<file path="src/rtl/mips_pkg.sv">
// Shared definitions for the MIPS pipeline: default field widths, the EX/MEM
// payload layout and the elastic-buffer state encoding.
package mips_pkg;

  localparam int DEF_DATA_W = 32;
  localparam int DEF_REG_W  = 5;

  // Field order is the wire order of every packed EX/MEM payload vector.
  typedef struct packed {
    logic                  wb_en;
    logic                  mem_r_en;
    logic                  mem_w_en;
    logic [DEF_DATA_W-1:0] alu_result;
    logic [DEF_DATA_W-1:0] st_val;
    logic [DEF_REG_W-1:0]  dest;
  } exe_mem_t;

  // Encoding doubles as the entry count.
  typedef enum logic [1:0] {
    BUF_EMPTY = 2'd0,
    BUF_ONE   = 2'd1,
    BUF_FULL  = 2'd2
  } buf_state_t;

endpackage

</file>
<file path="src/rtl/skid_buf.sv">
// Generic valid/ready buffer over an opaque payload: main entry M drives the
// output, optional skid entry S absorbs the beat in flight when a stall starts.
module skid_buf
  import mips_pkg::*;
#(
  parameter int W        = 8,
  parameter bit HAS_SKID = 1'b1
) (
  input  logic         clk,
  input  logic         rst,
  input  logic         flush,
  input  logic         in_valid,
  output logic         in_ready,
  input  logic [W-1:0] in_data,
  output logic         out_valid,
  input  logic         out_ready,
  output logic [W-1:0] out_data,
  output logic [1:0]   occupancy
);

  buf_state_t   state_q, state_d;
  logic [W-1:0] m_q, m_d;
  logic [W-1:0] s_q, s_d;
  logic         put, take;

  assign out_valid = (state_q != BUF_EMPTY);
  assign out_data  = m_q;
  assign occupancy = state_q;
  assign take      = out_valid & out_ready;
  assign put       = in_valid & in_ready;

  // With a skid entry, in_ready decodes the state register only, so a stall
  // on the memory side never reaches the execute stage in the same cycle.
  generate
    if (HAS_SKID) begin : g_skid
      assign in_ready = (state_q != BUF_FULL);
    end else begin : g_single
      assign in_ready = out_ready | ~out_valid;
    end
  endgenerate

  always_comb begin
    // NOTE: every variable gets a default before the case so no path leaves it
    // unassigned, which would infer a latch.
    state_d = state_q;
    m_d     = m_q;
    s_d     = s_q;
    unique case (state_q)
      BUF_EMPTY: begin
        if (put) begin
          state_d = BUF_ONE;
          m_d     = in_data;
        end
      end
      BUF_ONE: begin
        if (put && take) begin
          m_d = in_data;
        end else if (put) begin
          state_d = BUF_FULL;
          s_d     = in_data;
        end else if (take) begin
          state_d = BUF_EMPTY;
        end
      end
      BUF_FULL: begin
        if (take) begin
          state_d = BUF_ONE;
          m_d     = s_q;
        end
      end
      default: state_d = BUF_EMPTY;
    endcase
    if (flush) state_d = BUF_EMPTY;
  end

  // NOTE: non-blocking assignments for all state so every register samples
  // the pre-edge values regardless of statement order.
  always_ff @(posedge clk or negedge rst) begin
    if (!rst) begin
      state_q <= BUF_EMPTY;
      // NOTE: payload registers are reset too, so nothing stale is ever
      // visible on the data path after reset.
      m_q     <= '0;
      s_q     <= '0;
    end else begin
      state_q <= state_d;
      m_q     <= m_d;
      s_q     <= s_d;
    end
  end

endmodule

</file>
<file path="src/rtl/exe_mem_stage.sv">
// Elastic EX->MEM stage register: skid buffer plus legacy freeze, synchronous
// flush, bubble masking and occupancy reporting.
module exe_mem_stage
  import mips_pkg::*;
#(
  parameter int DATA_W   = DEF_DATA_W,
  parameter int REG_W    = DEF_REG_W,
  parameter bit HAS_SKID = 1'b1
) (
  input  logic              clk,
  input  logic              rst,
  input  logic              in_valid,
  output logic              in_ready,
  input  logic              in_wb_en,
  input  logic              in_mem_r_en,
  input  logic              in_mem_w_en,
  input  logic [DATA_W-1:0] in_alu_result,
  input  logic [DATA_W-1:0] in_st_val,
  input  logic [REG_W-1:0]  in_dest,
  output logic              out_valid,
  input  logic              out_ready,
  output logic              out_wb_en,
  output logic              out_mem_r_en,
  output logic              out_mem_w_en,
  output logic [DATA_W-1:0] out_alu_result,
  output logic [DATA_W-1:0] out_st_val,
  output logic [REG_W-1:0]  out_dest,
  input  logic              freeze,
  input  logic              flush,
  output logic [1:0]        occupancy
);

  // Same field order as exe_mem_t; with default widths PAY_W == $bits(exe_mem_t).
  localparam int PAY_W = 3 + 2 * DATA_W + REG_W;

  logic [PAY_W-1:0] in_pay, out_pay;
  logic             mem_ready;

  assign in_pay    = {in_wb_en, in_mem_r_en, in_mem_w_en, in_alu_result, in_st_val, in_dest};
  assign mem_ready = out_ready & ~freeze;

  skid_buf #(
    .W        (PAY_W),
    .HAS_SKID (HAS_SKID)
  ) u_buf (
    .clk       (clk),
    .rst       (rst),
    .flush     (flush),
    .in_valid  (in_valid),
    .in_ready  (in_ready),
    .in_data   (in_pay),
    .out_valid (out_valid),
    .out_ready (mem_ready),
    .out_data  (out_pay),
    .occupancy (occupancy)
  );

  // Bubbles present as all-zero so downstream never acts on a stale control bit.
  assign {out_wb_en, out_mem_r_en, out_mem_w_en, out_alu_result, out_st_val, out_dest} =
    out_valid ? out_pay : '0;

endmodule
</file>
<file path="config.mk">
export PLATFORM = sky130hd
export DESIGN_NAME = exe_mem_stage
export DESIGN_NICKNAME = d
export VERILOG_FILES = /design/src/rtl/mips_pkg.sv /design/src/rtl/skid_buf.sv /design/src/rtl/exe_mem_stage.sv
export SDC_FILE = /design/constraint.sdc
export NUM_CORES = 1
export LEC_CHECK = 0
export CAP_MARGIN = 20
export CORE_ASPECT_RATIO = 1.25
export CORE_MARGIN = 2
export CORE_UTILIZATION = 55
export CTS_CLUSTER_SIZE = 30
export DETAILED_ROUTE_END_ITERATION = 16
export GPL_TIMING_DRIVEN = 0
export PLACE_DENSITY = 0.86
export SLEW_MARGIN = 20
export SYNTH_ARGS = -nofsm -noshare
export SYNTH_HDL_FRONTEND = slang
export SYNTH_SLANG_ARGS = --single-unit
</file>
<file path="constraint.sdc">
create_clock -name clk -period 2.6 [get_ports clk]
set_input_delay 0.39 -clock clk [delete_from_list [all_inputs] [get_ports clk]]
set_output_delay 0.39 -clock clk [all_outputs]
set_load 0.01 [all_outputs]
</file>
---- Yosys cells after proc, flatten, opt, wreduce, memory -nomap -nowiden ----
Index checks and enable logic that the tools add are counted.
cells by class
  equality and inequality tests ........... 10
  mux-type cells .......................... 12
  bitwise logic cells ..................... 5
  reduce and logical (&&, ||, !) cells .... 7
operators with widths
  operator                                                               number
  72-bit 2-to-1 mux                                                      4
  72-bit case mux with 3 select lines                                    1
  2-bit 2-to-1 mux                                                       6
  4-bit AND reduction                                                    2
  2-bit by 1-bit != test with 1-bit output, second input constant        3
  3-bit by 2-bit != test with 1-bit output, second input constant        2
  2-bit case mux with 3 select lines                                     1
  4-bit by 2-bit != test with 1-bit output, second input constant        1
  1-bit bitwise AND                                                      3
  3-bit != test, second input constant                                   1
  3-bit AND reduction                                                    1
  3-bit nonzero test                                                     1
  2-bit by 1-bit equality test with 1-bit output, second input constant  1
  2-bit equality test, second input constant                             1
  2-bit logical NOT                                                      1
  2-bit != test, second input constant                                   1
  1-bit NOT                                                              2
  2-bit nonzero test                                                     1
  1-bit logical AND                                                      1
storage, ports and cells
  flip-flop bits (word level) ............. 146
  input bits .............................. 78
  output and inout bits ................... 76

---- Logic depth before layout (Yosys ltp) ----
  word-level depth ........................ 8
  depth in mapped cells ................... 6
  depth with buffers taken out ............ 5

---- Cells and area by module ----
A second synthesis with hierarchy kept.
second synthesis, totals
  cells, all modules ...................... 479
  area total of the unflattened synthesis .. 6974.2 um^2
by module, submodules not included
  module         instances  cells each  area an instance (um^2)
  skid_buf       1          399         6392.4
  exe_mem_stage  1          80          581.8

---- Least setup slack after synthesis ----
Ideal clock, no wire load.
  kind .................................... reg-to-output
  start ................................... register u_buf.state_q[0], in the netlist u_buf.occupancy[0]
  end ..................................... output port out_alu_result[25]
  arrival time ............................ 1346 ps
  data required time ...................... 2210 ps
  setup slack ............................. 864 ps
  cell stages (with the launch flop) ...... 5
  buffers on the path ..................... 2
  cells stage by stage .................... dfrtp_1 or2_2 clkbuf_1 clkbuf_1 and2_1
on the way
  cells in the longest elaborated chain, start to end .. 2
RTL lines
  what                    RTL line             RTL
  from (decl)             skid_buf.sv:21       buf_state_t state_q, state_d;
  from (signal assigned)  skid_buf.sv:86       state_q <= state_d;
  2-bit nonzero test      skid_buf.sv:26       assign out_valid = (state_q != BUF_EMPTY);
  named net out_valid     exe_mem_stage.sv:20  output logic out_valid,
  72-bit 2-to-1 mux       exe_mem_stage.sv:60  out_valid ? out_pay : '0;
  to (decl)               exe_mem_stage.sv:25  output logic [DATA_W-1:0] out_alu_result,
The timed path passes the listed nets, and every way through them passes these cells.

---- Worst setup path in the final report ----
  start ................................... register u_buf.state_q[1], in the netlist u_buf.occupancy[1]
  end ..................................... output port out_st_val[18]
on the way
  cells in the longest elaborated chain, start to end .. 2
RTL lines
  what                RTL line             RTL
  2-bit nonzero test  skid_buf.sv:26
  72-bit 2-to-1 mux   exe_mem_stage.sv:60
  to (decl)           exe_mem_stage.sv:26  output logic [DATA_W-1:0] out_st_val,
Every way passes these cells.

==> metrics.csv <==
stage,metric,value,unit
run_status,status,"finished, final reports clean",
sta,final setup vio count,0,
sta,final worst path period share,95.6,%
detailed_routing,drc violations,0,
final_layout,Multi-input gate area,3020,um2
setup_path,Worst Path Arrival,2.10,ns
sta,Worst slew margin,62.7,%
setup_path,reg2reg setup slack,0.77,ns
place,port bufs,153,
place,Placer Congestion,0.763,
grt,gr ovfl total,0,
detailed_routing,via count,4370,
synthesis,Post-Syn Instances,479,
grt,first-pass GRT wire length,24.1,mm
setup_path,Worst setup endpoint,out_st_val[18],
detailed_routing,DR vias/cell,5.27,
grt,vias in the first global route,4939,
synthesis,Post-synth ARST share,100,%
sta,fmax,402,MHz
clock_tree,"CTS clk-pin slew, worst paths",0.06,ns
power,Peak VDD IR,434,uV
setup_path,Worst R2R Start,u_buf.occupancy[1],
synthesis,Ys Warns,0,
setup_path,data required time at the worst endpoint,2.21,ns
setup_path,Crit. Startpoint,u_buf.occupancy[1],
clock_tree,clock root buffer master,clkbuf_16,
floorplan,Rows,45,
synthesis,sequential area share after synthesis,52.9,%
sta,setup_tns,0,ns
place,post-DP HPWL,10.3,mm
hold_path,Hold Crit Depth,1,
place,pre-CTS WS,-0.0452,ns
final_layout,register area,3650,um2
grt,largest net degree at the start of global routing,76,
power,Leak,3.92,nW
setup_path,crit start category,register,
final_layout,Area Overhead vs Synth,34.5,%
synthesis,count of cell types in the netlist,19,
setup_path,kind of critical path,register to output pin,
floorplan,full die area,13500,um2
grt,antenna violations before repair,0,
detailed_routing,Routed Wire Length,14.7,mm
clock_tree,clock buffer depth,2,
sta,clock skew,0.00790,ns
floorplan,# IOs,154,
floorplan,Die H,129,um
final_layout,layout cells sized above 1,41.8,%
detailed_routing,ANT nets after route,0,
clock_tree,htree depth,4,
sta,hold slack,0.495,ns
detailed_routing,Routed WL per cell,17.8,um
clock_tree,clk_lat worst skew,0.41,ns
synthesis,"EDFF count, synth",0,
power,Pwr Density,771,nW/um2
sta,fin crit period,2.49,ns
hold_path,Hold Path Class,register to register,
detailed_routing,Initial DRT Pass Iterations,5,
grt,gr usage total,22.8,%
synthesis,Mean Syn Cell Area,14.4,um2
synthesis,post-synthesis register bit count,146,
job,Max Cap Viol,0,
sta,RSZ-0062 raised after global routing,false,
final_layout,nets@finish,730,
clock_tree,CTS Sinks,146,
sta,"Hold Vio Cnt, Final",0,
sta,final worst slack,0.113,ns
setup_path,Worst R2R Path Depth,4,
power,total power,0.00717,W
floorplan,Starting Density,56.5,%
setup_path,element type at the critical path end,output pin,
floorplan,core area,12200,um2
setup_path,Reg-to-Reg End,u_buf.s_q[22],
final_layout,ANT cells,0,
final_layout,fin util,76.1,%
final_layout,# fillers,802,
clock_tree,postcts setup bufs,0,
clock_tree,CTS tree,done,
clock_tree,total CTS buffers,17,
detailed_routing,DR iter-0 viols,103,
floorplan,Horiz. Die Dim,104,um
synthesis,Syn Nets,557,
setup_path,Crit Path Max Fanout,10,
sta,Worst-Margin Slew,0.560,ns
hold_path,Hold Startpoint,u_buf.out_data[22],
sta,max-slew violation total from the final report,0,
synthesis,Most used DFF post-synth,dfrtp_1,
synthesis,synthesized cell area,6910,um2
synth_stat cells (2+ instances only):
master	instances	area [um2]
mux2_1	5	56.3
nor3_1	2	10.0
and2b_1	2	15.0
mux2_2	204	2300
dfrtp_1	146	3650
nand2_1	3	11.3
buf_6	14	158
a21oi_1	2	10.0
buf_2	7	35.0
and2_1	72	450
mux2_4	7	105
clkbuf_1	8	30.0
power breakdown:
| part | total (W) | switching [W] | internal (W) |
|---|---|---|---|
| clock | 0.00244 | 0.000937 | 0.00150 |
| combinational | 0.00160 | 0.000574 | 0.00102 |
| sequential | 0.00313 | 0.000277 | 0.00286 |
| total | 0.00717 | 0.00179 | 0.00538 |
worst min-delay path by stage:
stage / end / slack [ns]
global placement: u_buf.out_data[26] / 0.48
detailed placement: u_buf.s_q[9] / 0.40
CTS: u_buf.out_data[26] / 0.50
floorplan: u_buf.occupancy[0] / 0.09
finish: u_buf.out_data[22] / 0.49
global route: u_buf.out_data[42] / 0.51
registers in the layout, indices dropped and copies added, names as in the netlist:
signal	cells
u_buf.out_data	72
u_buf.s_q	72
u_buf.occupancy	2
repair_timing:
item,CTS,global route
gates cloned,0,0
pin swaps,0,0
resized for setup,8,1
hold endpoints to repair,74,0
hold buffers,1,0
endpoints found under the setup margin,73,25
layer usage:
metal / up-vias / wire length, um / GRT usage, %
li1: 2023 / - / -
met2: 112 / 7930 / 41.5
met3: 26 / 588 / 5.99
met5: - / 0 / 0
met4: 0 / 359 / 9.94
met1: 2209 / 5840 / 25.5
kinds of logic (layout without fill, tap and decap cells):
logic type / Yosys count / in the layout / synth area share [%]
DFF: 146 / 146 / 52.9
muxes: 216 / 216 / 35.6
and+or+nand+nor: 82 / 82 / 7.50
buffers and inverters: 31 / 217 / 3.37
AOI/OAI and AO/OA: 4 / 4 / 0.652
through the flow:
step	instances	area [um2]
CTS	829	9290
floorplan	479	6910
global placement	796	8640
detailed placement	797	8680
global route	829	9290
finish	829	9290
worst max-delay path, cell delays in order, from the launching register on:
cell and delay, ns:
dfrtp_1 0.44, or2_4 0.35, clkbuf_2 0.21, and2_1 0.19
clkdlybuf4s50_1 0.50
layout make-up:
cell class	instances	area share (%)
timing repair buffer	155	16.9
inverter	2	0.108
tap	164	2.21
sequential	146	39.3
clock buffer	22	5.10
multi-input combinational	302	32.5
buffer	28	2.45
clock inverter	10	1.33
cells in the final DEF (no fill, tap or decap), types with 2 or more instances in the layout:
master             n
nor3_1             2
clkbuf_8           3
buf_2              7
clkbuf_16         17
inv_6              3
clkbuf_1           2
nand2_1            3
clkinvlp_4         5
clkdlybuf4s50_1  152
mux2_1             5
bufinv_16          2
a21oi_1            2
mux2_4             7
dfrtp_1          145
clkbuf_2           7
mux2_2           204
and2_1            72
and2b_1            2
buf_6             14
No activity file was read; power rests on OpenSTA's default activity.
